===== config.mk =====
export PLATFORM = sky130hd
export DESIGN_NAME = gcd_rr_scheduler
export DESIGN_NICKNAME = d
export VERILOG_FILES = /design/src/rtl/gcd_sched_pkg.sv /design/src/rtl/gcd_rr_pick.sv /design/src/rtl/gcd_rr_scheduler.sv
export SDC_FILE = /design/constraint.sdc
export NUM_CORES = 1
export LEC_CHECK = 0
export BUFFER_PORTS_ARGS = -buffer_cell sky130_fd_sc_hd__buf_4
export CAP_MARGIN = 10
export CORE_ASPECT_RATIO = 0.8
export CORE_MARGIN = 1
export CORE_UTILIZATION = 40
export CTS_BUF_LIST = sky130_fd_sc_hd__clkbuf_4
export DETAILED_ROUTE_END_ITERATION = 6
export PLACE_DENSITY = 0.75
export SYNTH_ARGS = -nofsm -noshare
export SYNTH_HDL_FRONTEND = slang
export SYNTH_HIERARCHICAL = 1
export SYNTH_SLANG_ARGS = --single-unit

===== constraint.sdc =====
create_clock -name clk -period 5 [get_ports clk]
set_input_delay 0.5 -clock clk [delete_from_list [all_inputs] [get_ports clk]]
set_output_delay 0.5 -clock clk [all_outputs]
set_load 0.02 [all_outputs]

===== src/rtl/gcd_sched_pkg.sv =====
// gcd_sched_pkg: shared state encoding and default sizes for the GCD round-robin scheduler.
package gcd_sched_pkg;
    localparam int DEF_DW      = 16;
    localparam int DEF_NUM_REQ = 4;
    localparam int ST_W        = 3;
    typedef enum logic [ST_W-1:0] {
        IDLE   = 3'd0,
        LAUNCH = 3'd1,
        GUARD  = 3'd2,
        WAIT   = 3'd3,
        RESP   = 3'd4
    } state_t;
endpackage


===== src/rtl/gcd_rr_pick.sv =====
// gcd_rr_pick: combinational round-robin selector; first set request at or above ptr, with wrap-around.
module gcd_rr_pick
    import gcd_sched_pkg::*;
#(
    parameter int N  = DEF_NUM_REQ,
    parameter int IW = $clog2(N)
) (
    input  logic [N-1:0]  req,
    input  logic [IW-1:0] ptr,
    output logic [N-1:0]  grant,
    output logic [IW-1:0] idx,
    output logic          any
);
    // Scan from the farthest offset down so the nearest hit to ptr wins.
    always_comb begin
        idx = '0;
        any = 1'b0;
        for (int k = N - 1; k >= 0; k--) begin
            if (req[(int'(ptr) + k) % N]) begin
                idx = IW'((int'(ptr) + k) % N);
                any = 1'b1;
            end
        end
    end
    assign grant = any ? (N'(1) << idx) : '0;
endmodule


===== src/rtl/gcd_rr_scheduler.sv =====
// gcd_rr_scheduler: shares one external GCD core between NUM_REQ requesters in round-robin order.
// Optional GCD_SCHED_ZERO_BYPASS_EN answers jobs with a zero operand directly, without the core.
module gcd_rr_scheduler
    import gcd_sched_pkg::*;
#(
    parameter int NUM_REQ = DEF_NUM_REQ,
    parameter int DW      = DEF_DW,
    parameter int IDW     = $clog2(NUM_REQ)
) (
    input  logic                  clk,
    input  logic                  rst_n,
    input  logic [NUM_REQ-1:0]    req_valid,
    output logic [NUM_REQ-1:0]    req_ready,
    input  logic [NUM_REQ*DW-1:0] req_a,
    input  logic [NUM_REQ*DW-1:0] req_b,
    output logic                  rsp_valid,
    input  logic                  rsp_ready,
    output logic [IDW-1:0]        rsp_id,
    output logic [DW-1:0]         rsp_data,
    output logic                  gcd_start,
    output logic [DW-1:0]         gcd_a,
    output logic [DW-1:0]         gcd_b,
    input  logic                  gcd_valid,
    input  logic [DW-1:0]         gcd_out,
    output logic                  busy
);
    state_t               state, state_nxt;
    logic [IDW-1:0]       ptr, pick_idx, id_q;
    logic [NUM_REQ-1:0]   grant;
    logic                 any, xfer, zero_op, in_job;
    logic [DW-1:0]        a_q, b_q, res_q, sel_a, sel_b;

    gcd_rr_pick #(.N(NUM_REQ), .IW(IDW)) u_pick (
        .req   (req_valid),
        .ptr   (ptr),
        .grant (grant),
        .idx   (pick_idx),
        .any   (any)
    );

    always_comb begin
        sel_a = req_a[int'(pick_idx)*DW +: DW];
        sel_b = req_b[int'(pick_idx)*DW +: DW];
    end

`ifdef GCD_SCHED_ZERO_BYPASS_EN
    assign zero_op = (sel_a == '0) || (sel_b == '0);
`else
    assign zero_op = 1'b0;
`endif

    assign xfer = (state == IDLE) && any;

    always_comb begin
        state_nxt = state;
        case (state)
            IDLE:    state_nxt = any ? (zero_op ? RESP : LAUNCH) : IDLE;
            LAUNCH:  state_nxt = GUARD;
            GUARD:   state_nxt = WAIT;
            WAIT:    state_nxt = gcd_valid ? RESP : WAIT;
            RESP:    state_nxt = rsp_ready ? IDLE : RESP;
            default: state_nxt = IDLE;
        endcase
    end

    always_ff @(posedge clk or negedge rst_n) begin
        if (!rst_n) begin
            state <= IDLE;
            ptr   <= '0;
            id_q  <= '0;
            a_q   <= '0;
            b_q   <= '0;
            res_q <= '0;
        end else begin
            state <= state_nxt;
            if (xfer) begin
                a_q  <= sel_a;
                b_q  <= sel_b;
                id_q <= pick_idx;
                ptr  <= (int'(pick_idx) == NUM_REQ - 1) ? '0 : pick_idx + IDW'(1);
            end
            if (xfer && zero_op)
                res_q <= sel_a | sel_b;
            else if (state == WAIT && gcd_valid)
                res_q <= gcd_out;
        end
    end

    // req_ready is gated by rst_n so every output reads zero while reset is held.
    assign req_ready = (state == IDLE && rst_n) ? grant : '0;
    assign in_job    = (state == LAUNCH) || (state == GUARD) || (state == WAIT);
    assign gcd_start = (state == LAUNCH);
    assign gcd_a     = in_job ? a_q : '0;
    assign gcd_b     = in_job ? b_q : '0;
    assign rsp_valid = (state == RESP);
    assign rsp_id    = id_q;
    assign rsp_data  = res_q;
    assign busy      = (state != IDLE);
endmodule

Yosys cells after proc, flatten, opt, wreduce, memory -nomap -nowiden --
Cells that the tools add are included.
Word-level totals: input port bits 152, register bits after elaboration 55, logic and storage cells 63, output and inout bits 57
Cells by class: shift-type cells 3, equality and inequality tests 5, add/sub/neg operators 4, bitwise logic cells 3, mux-type cells 28, order comparisons 4, reduce and logical (&&, ||, !) cells 10
Operator list (number):
- indexed part select 64 x 7 -> 16 bit | 2
- 2-to-1 mux 16 bit | 2
- one-hot mux 3 bit (5 select lines) | 1
- less-than comparator 3 x 4 -> 1 bit, second input constant | 3
- 2-to-1 mux 1 bit | 12
- 2-to-1 mux 2 bit | 5
- binary-select mux 1 bit (select 2 bit) | 4
- 2-to-1 mux 4 bit | 2
- == test 3 x 2 -> 1 bit, second input constant | 2
- 2-to-1 mux 3 bit | 2
- OR reduction 2 bit | 3
- adder 2 x 1 -> 2 bit, second input constant | 2
- adder 2 bit, second input constant | 2
- left shift 1 x 2 -> 4 bit, first input constant | 1
- AND 1 bit, first input constant | 3
- == test 3 x 1 -> 1 bit, second input constant | 1
- == test 3 bit, second input constant | 1
- logical AND 1 bit | 3
- zero test 3 bit | 1
- less-than comparator 2 x 3 -> 1 bit, second input constant | 1
- nonzero test 3 bit | 1
- == test 2 x 1 -> 1 bit, second input constant | 1
- logical OR 1 bit | 2

Logic depth before layout (Yosys ltp) --
Gate-level depths: netlist of the first run.
depth after elaboration 13, depth in mapped cells 8, mapped depth without buffers 6

Modules after synthesis --
The synthesis of the first run kept the hierarchy.
Modules (own cells, without submodules):
- gcd_rr_scheduler | instances 1, sequential area each 1376.3 µm², cells each 208, area each 3264.4 µm²
- gcd_rr_pick | instances 1, sequential area each 0.0 µm², cells each 29, area each 182.7 µm²

Worst setup path after synthesis of the first run --
No wires, ideal clock.
path kind input port to flip-flop, start in req_valid[3], end reg a_q[13], data required time 4.875 ns, arrival 2.243 ns, path slack 2.632 ns, setup time 0.125 ns, path buffers 3, cell stages on the path 7, cells stage by stage buf_4 > o21bai_1 > a221oi_2 > buf_2 > buf_2 > mux4_2 > mux2_4
On the way: cells in the longest elaborated chain, start to end 8, elaborated cells on any way between the ends 21, those cells by class shift (1); mux (19); reduce/logical (1)
Ends and longest elaborated chain:
- start: declaration | line gcd_rr_scheduler.sv:12 | input logic [NUM_REQ-1:0] req_valid,
- binary-select mux 1 bit (select 2 bit) | line gcd_rr_pick.sv:19 | if (req[(int'(ptr) + k) % N]) begin
- 2-to-1 mux 1 bit (implied by the code) (2 in a row) | line gcd_rr_pick.sv:19
- 2-to-1 mux 2 bit (3 in a row) | line gcd_rr_pick.sv:19
- 2-to-1 mux 2 bit (*) | line gcd_rr_pick.sv:19
- net pick_idx[0] | line gcd_rr_scheduler.sv:28 | logic [IDW-1:0] ptr, pick_idx, id_q;
- indexed part select 64 x 7 -> 16 bit (*) | line gcd_rr_scheduler.sv:42 | sel_a = req_a[int'(pick_idx)*DW +: DW];
- end signal: assignment | line gcd_rr_scheduler.sv:77 | a_q <= sel_a;
- end: declaration | line gcd_rr_scheduler.sv:31 | logic [DW-1:0] a_q, b_q, res_q, sel_a, sel_b;
Mark *: on every way through the listed nets, which the timed path passes. The rest lies on a longest branch. The select of a mux whose other input is x is not followed. A chain may end at the register's enable or synchronous reset.

Final worst setup path of the first run --
start reg ptr[0], end reg a_q[15]
On the way: cells in the longest elaborated chain, start to end 9, elaborated cells on any way between the ends 24, those cells by class add/sub (3); shift (1); mux (19); reduce/logical (1)
Ends and longest elaborated chain:
- start: declaration | line gcd_rr_scheduler.sv:28
- start signal: assignment | line gcd_rr_scheduler.sv:80 | ptr <= (int'(pick_idx) == NUM_REQ - 1) ? '0 : pick_idx + IDW'(1);
- adder 2 bit | line gcd_rr_pick.sv:19, gcd_rr_pick.sv:20
- binary-select mux 1 bit (select 2 bit) | line gcd_rr_pick.sv:19
- 2-to-1 mux 1 bit (implied by the code) (2 in a row) | line gcd_rr_pick.sv:19
- 2-to-1 mux 2 bit (3 in a row) | line gcd_rr_pick.sv:19
- 2-to-1 mux 2 bit (*) | line gcd_rr_pick.sv:19
- net pick_idx[0] | line gcd_rr_scheduler.sv:28
- indexed part select 64 x 7 -> 16 bit (*) | line gcd_rr_scheduler.sv:42
Marked as above.

==> out/metrics.yaml, run 1 <==
status:
  status: "finished, final reports clean"
clock_tree:
  holdBufCountCts: 0
  clk_root_buffer_cell: "clkbuf_4"
  cts_tree: "yes"
  worst_setup_hold_path_clk_slew_ns: 0.18
  post_cts.resized_instances: 0
  cts_buffer_depth: 2
  number_of_h_tree_branching_levels: 2
  tritoncts_num_sinks: 55
  number_of_buffers_inserted_during_clock_tree_synthesis: 5
  cts_setup_buffers: 0
  worstSkewPairLatency_ns: 0.38
logic_synthesis:
  post_synth_num_cell_types: 36
  yosysSeqAreaShare: 0.399
  mappedNetlistArea_sq_um: 3450
  register_bit_count_reported_by_yosys: 55
  cells_after_synth: 237
  synth_area_per_cell_sq_um: 14.5
  ys_warn_count: 6
  syn_nets: 390
power_and_ir_drop:
  power-per-cell-area_nw_per_um2: 613
  p_leak_nw: 2.45
  peakVddDrop_mv: 0.291
placement:
  finalWeightedCongestion: 0.782
  dpl.hpwl_um: 6870
  port_buffers: 208
  placed_cell_area_sq_um: 5050
setup_path:
  end_kind: "flip-flop"
  critPathLaunchType: "flip-flop"
  rrSetupSlack_ns: 2.42
  critical_path.max_fanout: 35
  rr_worst_depth: 6
  worst-setup-path-type: "flip-flop to flip-flop"
  r2r_start: "ptr[0]"
  worst_r2r_endpoint: "a_q[15]"
  worstPathArrival_ns: 2.87
  cp_data_required_time_ns: 5.29
floorplan:
  die-height_um: 85.0
  initial_core_util: 0.424
  row_count: 29
  io_pins: 209
  floorplan.die_area_sq_um: 9000
  core_region_area_sq_um: 8130
  fp.dieW_um: 106
sta:
  timing.fmax_mhz: 388
  finalHoldViolCount: 0
  worst-slew-pin-transition_ns: 0.848
  finalSetupViolations: 0
  final_clock_skew_ns: 0.0170
  max_slew_headroom_at_the_worst_pin: 0.435
  fin_setup_tns_ns: 0
  number_of_max_slew_violations_in_the_final_report: 0
  finalCritPeriodShare: 0.515
  fin_crit_ns: 2.58
  rsz0062_at_grt: "no"
layout:
  antennaDiodeCount: 0
  fin_nets: 589
  layout-drive-gt1-share: 0.709
  design_area_sq_um: 5150
  flow.area_growth_from_synthesis_pct: 49.5
grt:
  global_route.overflow_total: 0
  grt_antenna_before_repair: 0
  grt_max_degree: 60
  grt_first_pass_wirelength_um: 14900
  grt_pass1_vias: 3047
  groute.usage.overall: 0.212
routing:
  wl_per_cell_um: 16.7
  via_per_inst: 5.11
  routed-via-count: 2784
  first_iter_violations: 44
  drt_first_pass_iters: 4
  routed_wirelength_um: 9120
  postRouteAntennaNets: 0
  remaining_drc_errors: 0
hold_path:
  hold_path.class: "input pin to async pin"
job:
  drv.max_cap_violation_count: 0
state kept, by name (all words and copies together) (netlist names):
register  cells
rsp_id        2
ptr           2
state         3
a_q          16
b_q          16
rsp_data     16
cells in the final DEF (no fill, tap or decap), types with 2 or more instances in the layout:
master,Yosys,layout
mux4_2,32,32
clkbuf_4,0,5
nand2b_1,3,3
nor2b_1,2,2
mux2_4,30,30
a21oi_1,4,4
nand2_1,2,2
nor2_1,6,6
buf_4,3,211
and2_1,33,33
nor3_1,4,4
bufinv_16,0,2
inv_1,2,2
and3_1,5,5
mux2_2,22,22
dfrtp_1,55,55
power breakdown:
part           internal (mW)  switching [mW]
combinational           1.11           0.910
sequential             0.675           0.156
clock                  0.156           0.152
cells by family (layout without fill, tap and decap cells):
group | Yosys count | after routing | synth area share
fa+ha+maj | 1 | 1 | 0.00363
simple gates | 59 | 59 | 0.107
compound gates | 16 | 16 | 0.0367
buf+inv | 22 | 222 | 0.0414
flops | 55 | 55 | 0.399
mux | 84 | 84 | 0.412
cells in the mapped netlist:
master / n / share of area
dfrtp_1: 55 / 0.40
and2_1: 33 / 0.060
mux4_2: 32 / 0.21
mux2_4: 30 / 0.13
mux2_2: 22 / 0.072
buf_6: 6 / 0.020
clkbuf_1: 6 / 0.0065
nor2_1: 6 / 0.0065
and3_1: 5 / 0.0091
a21oi_1: 4 / 0.0058
nor3_1: 4 / 0.0058
buf_2: 3 / 0.0044
buf_4: 3 / 0.0065
nand2b_1: 3 / 0.0054
inv_1: 2 / 0.0022
nand2_1: 2 / 0.0022
nor2b_1: 2 / 0.0036
a21bo_2: 1 / 0.0029
a21o_1: 1 / 0.0022
a221oi_2: 1 / 0.0044
buf_1: 1 / 0.0011
ha_1: 1 / 0.0036
inv_2: 1 / 0.0011
nand3_1: 1 / 0.0015
nand4b_2: 1 / 0.0044
nor3b_1: 1 / 0.0022
nor4b_4: 1 / 0.0069
o21a_1: 1 / 0.0022
o21ai_1: 1 / 0.0015
o21ba_2: 1 / 0.0029
o21bai_1: 1 / 0.0022
o221a_1: 1 / 0.0033
o22a_1: 1 / 0.0025
o22ai_1: 1 / 0.0018
o31a_1: 1 / 0.0025
o41ai_1: 1 / 0.0025
worst max-delay path by stage:
stage            startpoint  endpoint  slack, ns  cells after the start
2_1_floorplan  req_valid[3]   a_q[13]       2.63                      7
3_3_place_gp   req_valid[2]   a_q[15]       2.39                      7
3_5_place_dp   req_valid[2]   b_q[10]       2.36                      7
4_1_cts              ptr[0]   a_q[15]       2.38                      6
5_1_grt              ptr[0]   a_q[15]       2.20                      6
6_report             ptr[0]   a_q[15]       2.42                      6
metrics by stage:
stage                util  setup slack [ns]  hold WS [ns]  total power, mW  instances
finish              0.634              2.42         0.158             3.16        545
global route        0.634              2.20         0.197             3.36        545
CTS                 0.634              2.38         0.178             3.20        545
detailed placement  0.621              2.36         0.485             2.88        537
global placement    0.621              2.39         0.482             2.85        537
floorplan               -              2.63         0.204             2.21        237
routing by layer:
metal	wire length (um)	global-route usage	up-vias
li1	-	-	1286
met1	3670	0.264	1367
met2	4630	0.367	118
met3	675	0.0591	13
met4	142	0.0492	0
met5	0	0	-
final cells by class:
class / count / area [sq um]
Clock buffer: 5 / 37.5
Clock inverter: 3 / 67.6
Fill cell: 624 / 2980
Inverter: 3 / 11.3
Multi-Input combinational cell: 160 / 1940
Sequential cell: 55 / 1380
Tap cell: 108 / 135
Timing Repair Buffer: 211 / 1580
worst max-delay path, cell delays in order (launching register included):
cell and delay [ns]:
dfrtp_1 0.50, nor2_1 0.11, o21bai_1 0.20, a221oi_4 0.22, buf_4 0.57, mux4_2 0.61, mux2_2 0.28
(Power assumes the default switching activity.)
==> run 2: changes to the inputs <==
Settings changed: ABC_AREA set to 1, PLACE_DENSITY 0.75 to 0.74.
Clock period 5 ns to 2.35 ns, I/O delays scaled along.
==> out/metrics.yaml, run 2 <==
grt:
  groute.usage.overall: 0.224  # was 0.212
  grt_pass1_vias: 4244  # was 3047
  grt_first_pass_wirelength_um: 19500  # was 14900 um
  global_route.overflow_total: 0  # unchanged
  grt_max_degree: 66  # was 60
  grt_antenna_before_repair: 0  # unchanged
floorplan:
  core_region_area_sq_um: 10200  # was 8130 sq um
  row_count: 33  # was 29
  die-height_um: 93.6  # was 85.0 um
  floorplan.die_area_sq_um: 10900  # was 9000 sq um
  initial_core_util: 0.410  # was 0.424
  fp.dieW_um: 117  # was 106 um
  io_pins: 209  # unchanged
clock_tree:
  worstSkewPairLatency_ns: 0.38  # about the same
  worst_setup_hold_path_clk_slew_ns: 0.17  # was 0.18 ns
  clk_root_buffer_cell: "clkbuf_4"  # unchanged
  tritoncts_num_sinks: 55  # unchanged
  number_of_h_tree_branching_levels: 2  # unchanged
  number_of_buffers_inserted_during_clock_tree_synthesis: 5  # unchanged
  cts_tree: "yes"  # unchanged
  cts_buffer_depth: 2  # unchanged
placement:
  place_worst_setup_slack_ns: 0.233  # was 2.36 ns
  finalWeightedCongestion: 0.865  # was 0.782
  port_buffers: 208  # unchanged
  dpl.hpwl_um: 8940  # was 6870 um
  total_placed_cells_including_tap_cells: 1074  # was 537
  placed_cell_area_sq_um: 5880  # was 5050 sq um
setup_path:
  end_kind: "output port"  # was flip-flop
  critical_path.max_fanout: 6  # was 35
  worstPathArrival_ns: 2.17  # was 2.87 ns
  critPathLaunchType: "flip-flop"  # unchanged
  cp_data_required_time_ns: 2.12  # was 5.29 ns
  worst-setup-path-type: "flip-flop to output port"  # was flip-flop to flip-flop
layout:
  fillCellCount: 1042  # was 624
  design_area_sq_um: 6130  # was 5150 sq um
  layout_commonest_cell: "nand2_1"  # was buf_4
  layout-drive-gt1-share: 0.295  # was 0.709
  layout_common_cells: "nand2_1 (312), buf_4 (222), inv_1 (173)"  # was buf_4 (211), dfrtp_1 (55), and2_1 (33)
  fin_nets: 1102  # was 589
  flow.area_growth_from_synthesis_pct: 46.0  # was 49.5%
  finish.utilization: 0.599  # was 0.634
  instances_no_fill: 1091  # was 545
sta:
  max_slew_headroom_at_the_worst_pin: 0.528  # was 0.435
  rsz0062_at_grt: "yes"  # was no
  number_of_max_slew_violations_in_the_final_report: 0  # unchanged
  finalSetupViolations: 2  # was 0
  timing.fmax_mhz: 416
  finalHoldViolCount: 6  # was 0
  fin_crit_ns: 2.40
  worst-slew-pin-transition_ns: 0.708  # was 0.848 ns
  finalCritPeriodShare: 1.02
  final_clock_skew_ns: 0.0106  # was 0.0170 ns
  fin_ws_ns: -0.0537  # was 2.42 ns
  fin_setup_tns_ns: -0.102  # was 0 ns
  final.hold.worst_slack_ns: -0.00255  # was 0.158 ns
logic_synthesis:
  muxShareOfSynthArea: 0  # was 0.412
  post_synth_num_cell_types: 20  # was 36
  yosys.area_share.adder: 0.00298  # was 0.00363
  async_flop_share: 1.00  # unchanged
  synth_top_area_cell: "dfrtp_1"  # unchanged
  yosys-top-cells-count: "nand2_1 (327), inv_1 (175), nand3_1 (86)"  # was dfrtp_1 (55), and2_1 (33), mux4_2 (32)
  syn_nets: 902  # was 390
  compound_gate_portion_of_the_synthesized_area: 0.0113  # was 0.0367
  synthesized_area_fraction_occupied_by_xor_and_xnor_cells: 0  # unchanged
  number_of_synthesized_flops_with_an_enable_pin: 0  # unchanged
  register_bit_count_reported_by_yosys: 55  # unchanged
  post_synth_and_or_nand_nor_area_fraction: 0.454  # was 0.107
  cells_after_synth: 749  # was 237
  synth_top_area_frac: 0.328  # was 0.399
  synthMostInstantiatedCell: "nand2_1"  # was dfrtp_1
  ys_dominant_reg_cell: "dfrtp_1"  # unchanged
  netlist_top_cells_area: "dfrtp_1 (33%), nand2_1 (29%), inv_1 (16%)"  # was dfrtp_1 (40%), mux4_2 (21%), mux2_4 (13%)
  mappedNetlistArea_sq_um: 4200  # was 3450 sq um
  yosysSeqAreaShare: 0.328  # was 0.399
  synth_area_per_cell_sq_um: 5.60  # was 14.5 sq um
  synth_top_family_by_area: "simple AND/OR/NAND/NOR gates"  # was multiplexers
  ys_warn_count: 6  # unchanged
power_and_ir_drop:
  combPwrFrac: 0.751  # was 0.639
  proportion_of_power_drawn_by_flip_flops_and_latches: 0.189  # was 0.263
  power-per-cell-area_nw_per_um2: 1460  # was 613 nW/um^2
  p_switching_mw: 4.86  # was 1.22 mW
  design_power_total_mw: 8.98  # was 3.16 mW
  p_leak_nw: 3.97  # was 2.45 nW
  power_frac_clock: 0.060  # was 0.097
  switching_share: 0.541  # was 0.386
  int_power_mw: 4.12  # was 1.94 mW
  peakVddDrop_mv: 1.48  # was 0.291 mV
status:
  failed_checks: "negative hold slack, negative setup slack"
  status: "complete, but fails checks"  # was finished, final reports clean
hold_path:
  hold_path.class: "input pin to async pin"  # unchanged
routing:
  remaining_drc_errors: 0  # unchanged
  via_per_inst: 4.44  # was 5.11
  postRouteAntennaNets: 0  # unchanged
  routed-via-count: 4841  # was 2784
  first_iter_violations: 249  # was 44
  wl_per_cell_um: 11.5  # was 16.7 um
  routed_wirelength_um: 12500  # was 9120 um
  drt_first_pass_iters: 4  # unchanged
job:
  drv.max_cap_violation_count: 0  # unchanged
[run 2: cell count changes after synthesis, moves of 6 or more]
cell / before / now
nand2_1: 2 / 327
inv_1: 2 / 175
nand3_1: 1 / 86
nor2_1: 6 / 42
and2_1: 33 / 0
mux4_2: 32 / 0
mux2_4: 30 / 0
mux2_2: 22 / 0
buf_2: 3 / 24
nand2_2: 0 / 7
buf_6: 6 / 0
inv_2: 1 / 7
[run 2: repair_timing]
item / in CTS / in global routing
pin swaps: 0 / 13
setup endpoints to repair: 1 / 6
setup buffers: 0 / 8
resized for setup: 1 / 32
hold endpoints to repair: 0 / 0
hold buffers: 0 / 0
[run 2: area by class of cell]
cell class | instances | area, sq um | share of cell area
Sequential cell | 55 | 1380 | 0.225
Tap cell | 140 | 175 | 0.0286
Timing Repair Buffer | 227 | 1740 | 0.284
Inverter | 183 | 697 | 0.114
Clock buffer | 5 | 37.5 | 0.00612
Clock inverter | 3 | 43.8 | 0.00714
Multi-Input combinational cell | 477 | 2050 | 0.335
Antenna cell | 1 | 2.50 | 0.000408
[run 2: worst paths after layout]
kind | cells after the start | from | to | slack [ns]
setup / recovery | 13 | ptr[1] | req_ready[2] | -0.05
hold / removal | 2 | rst_n | rsp_data[5] | -0.003
setup reg to reg | 14 | ptr[1] | ptr[1] | 0.06
hold reg to reg | 2 | rsp_data[13] | rsp_data[13] | 0.49
max in group asynchronous | 2 | rst_n | ptr[0] | 1.85
min in group clk | 2 | rsp_ready | state[2] | 0.02
[run 2: cells by family after synthesis]
group / after synthesis
AOI/OAI and AO/OA: 8
adders and majority gates: 1
buffers and inverters: 217
DFF: 55
and+or+nand+nor: 468
[run 2: power by group through the flow]
stage | clock network (mW) | logic, mW | registers [mW]
detailed placement | 0 | 6.48 | 1.70
CTS | 0.556 | 6.50 | 1.69
floorplan | 0 | 4.35 | 1.81
global route | 0.601 | 7.55 | 1.74
global placement | 0 | 6.44 | 1.69
finish | 0.542 | 6.74 | 1.69
[run 2: critical path, stage by stage (launching register included)]
cell	delay (ns)
dfrtp_2	0.50
buf_4	0.16
nand2_2	0.06
nand2_2	0.07
nand2_2	0.07
nand2_2	0.08
o21ai_1	0.18
nand2_1	0.11
nand2_2	0.13
inv_4	0.06
nor2_2	0.07
inv_1	0.06
nor2_2	0.10
buf_6	0.13
[run 2: metal layers]
metal	vias to the layer above	GRT usage	wire (um)
met5	-	0	0
met4	0	0.0169	98
met3	12	0.0408	786
met2	162	0.369	5740
met1	2125	0.316	5910
li1	2542	-	-
==> run 3: changes to the inputs <==
Settings changed: TNS_END_PERCENT set to 1.
==> out/metrics.yaml, run 3 (synthesis gave the netlist of run 2 again) <==
status:
  status: "complete, but fails checks"  # unchanged
  failed_checks: "negative hold slack, negative setup slack"  # unchanged
floorplan:
  floorplan.die_area_sq_um: 10900  # unchanged
  core_region_area_sq_um: 10200  # unchanged
  initial_core_util: 0.410  # unchanged
  fp.dieW_um: 117  # unchanged
  die-height_um: 93.6  # unchanged
  io_pins: 209  # unchanged
  row_count: 33  # unchanged
clock_tree:
  worstSkewPairLatency_ns: 0.38  # about the same
  number_of_h_tree_branching_levels: 2  # unchanged
  number_of_buffers_inserted_during_clock_tree_synthesis: 5  # unchanged
  clk_root_buffer_cell: "clkbuf_4"  # unchanged
  tritoncts_num_sinks: 55  # unchanged
  cts_buffer_depth: 2  # unchanged
  cts_tree: "yes"  # unchanged
  worst_setup_hold_path_clk_slew_ns: 0.17  # about the same
setup_path:
  end_kind: "output port"  # unchanged
  r2r_start: "ptr[1]"  # unchanged
  rr_worst_depth: 14  # unchanged
  worstPathArrival_ns: 2.17  # about the same
  worst_r2r_endpoint: "ptr[1]"  # unchanged
  setup.worst_path.start: "ptr[1]"  # unchanged
  critical_path.max_fanout: 6  # unchanged
  critPathLaunchType: "flip-flop"  # unchanged
  rrSetupSlack_ns: 0.05  # was 0.06 ns
  cp_data_required_time_ns: 2.12  # about the same
  worst-setup-path-type: "flip-flop to output port"  # unchanged
sta:
  finalHoldViolCount: 6  # unchanged
  finalCritPeriodShare: 1.02  # about the same
  fin_ws_ns: -0.0563  # was -0.0537 ns
  fin_crit_ns: 2.41  # was 2.40 ns
  final.hold.worst_slack_ns: -0.00256  # was -0.00255 ns
  max_slew_headroom_at_the_worst_pin: 0.528  # about the same
  final_clock_skew_ns: 0.0106  # unchanged
  rsz0062_at_grt: "yes"  # unchanged
  finalSetupViolations: 2  # unchanged
  timing.fmax_mhz: 416  # about the same
  number_of_max_slew_violations_in_the_final_report: 0  # unchanged
  worst-slew-pin-transition_ns: 0.708  # about the same
grt:
  grt_max_degree: 66  # unchanged
  grt_pass1_vias: 4244  # unchanged
  grt_antenna_before_repair: 0  # unchanged
  top_usage_layer: "met2"  # unchanged
  globalRouteMet2Util: 0.369  # unchanged
  groute.usage.overall: 0.224  # unchanged
  global_route.usage.met3: 0.0408  # unchanged
  global_route.overflow_total: 0  # unchanged
  met1_usage: 0.316  # unchanged
  grt_first_pass_wirelength_um: 19500  # unchanged
hold_path:
  hold_path.class: "input pin to async pin"  # unchanged
routing:
  postRouteAntennaNets: 0  # unchanged
  remaining_drc_errors: 0  # unchanged
  drt_first_pass_iters: 4  # unchanged
  first_iter_violations: 254  # was 249
  routed-via-count: 4844  # was 4841
  wl_per_cell_um: 11.5  # about the same
  routed_wirelength_um: 12500  # about the same
  via_per_inst: 4.44  # about the same
layout:
  layout-drive-gt1-share: 0.295  # unchanged
  instances_no_fill: 1091  # unchanged
  fillCellCount: 1042  # unchanged
  fin_nets: 1102  # unchanged
  flow.area_growth_from_synthesis_pct: 46.0  # unchanged
  layout_commonest_cell: "nand2_1"  # unchanged
  layout_common_cells: "nand2_1 (312), buf_4 (222), inv_1 (173)"  # unchanged
  design_area_sq_um: 6130  # unchanged
power_and_ir_drop:
  peakVddDrop_mv: 1.48  # about the same
  design_power_total_mw: 8.98  # about the same
  p_leak_nw: 3.97  # unchanged
  power-per-cell-area_nw_per_um2: 1460  # about the same
placement:
  total_placed_cells_including_tap_cells: 1074  # unchanged
  dpl.hpwl_um: 8940  # unchanged
  placed_cell_area_sq_um: 5880  # unchanged
  finalWeightedCongestion: 0.865  # unchanged
  port_buffers: 208  # unchanged
job:
  drv.max_cap_violation_count: 0  # unchanged
run 3: critical path, cell delays in order (launching register included):
cell     delay (ns)
dfrtp_2        0.50
buf_4          0.16
nand2_2        0.06
nand2_2        0.07
nand2_2        0.07
nand2_2        0.08
o21ai_1        0.18
nand2_1        0.12
nand2_2        0.13
inv_4          0.06
nor2_2         0.07
inv_1          0.06
nor2_2         0.10
buf_6          0.13
run 3: per-layer routing:
metal / up-vias / wire (um)
met5: - / 0
met4: 0 / 98
met3: 12 / 786
met2: 162 / 5750
met1: 2128 / 5910
li1: 2542 / -
run 3: repair_timing:
| item | 4_1_cts | 5_1_grt |
|---|---|---|
| endpoints found under the setup margin | 1 | 6 |
| setup buffers | 0 | 8 |
| hold buffers | 0 | 0 |
| pin swaps | 0 | 13 |
| gates resized for setup | 1 | 32 |
run 3: layout make-up:
class	count	area, sq um	share of cell area
sequential	55	1380	0.225
timing repair buffer	227	1740	0.284
multi-input combinational	477	2050	0.335
inverter	183	697	0.114
tap	140	175	0.0286
antenna	1	2.50	0.000408
clock inverter	3	43.8	0.00714
clock buffer	5	37.5	0.00612
run 3: metrics by stage:
step / setup TNS [ns] / hold WS [ns] / setup WS (ns) / util
detailed placement: 0 / 0.434 / 0.233 / 0.575
finish: -0.107 / -0.00256 / -0.0563 / 0.599
global placement: 0 / 0.425 / 0.303 / 0.575
CTS: 0 / 0.0184 / 0.0101 / 0.583
global route: -1.21 / 0.00550 / -0.195 / 0.598
floorplan: 0 / -0.0606 / 0.431 / -
run 3: how the worst max path moves through the flow:
| stage | to | slack (ns) | cells after the start |
|---|---|---|---|
| global route | req_ready[2] | -0.19 | 13 |
| finish | req_ready[2] | -0.06 | 13 |
| global placement | b_q[2] | 0.30 | 17 |
| detailed placement | ptr[1] | 0.23 | 14 |
| floorplan | a_q[0] | 0.43 | 18 |
| CTS | req_ready[2] | 0.01 | 14 |
run 3: power breakdown:
part / internal [mW] / switching [mW] / total, mW
combinational: 2.49 / 4.25 / 6.75
sequential: 1.40 / 0.288 / 1.69
clock: 0.225 / 0.317 / 0.542
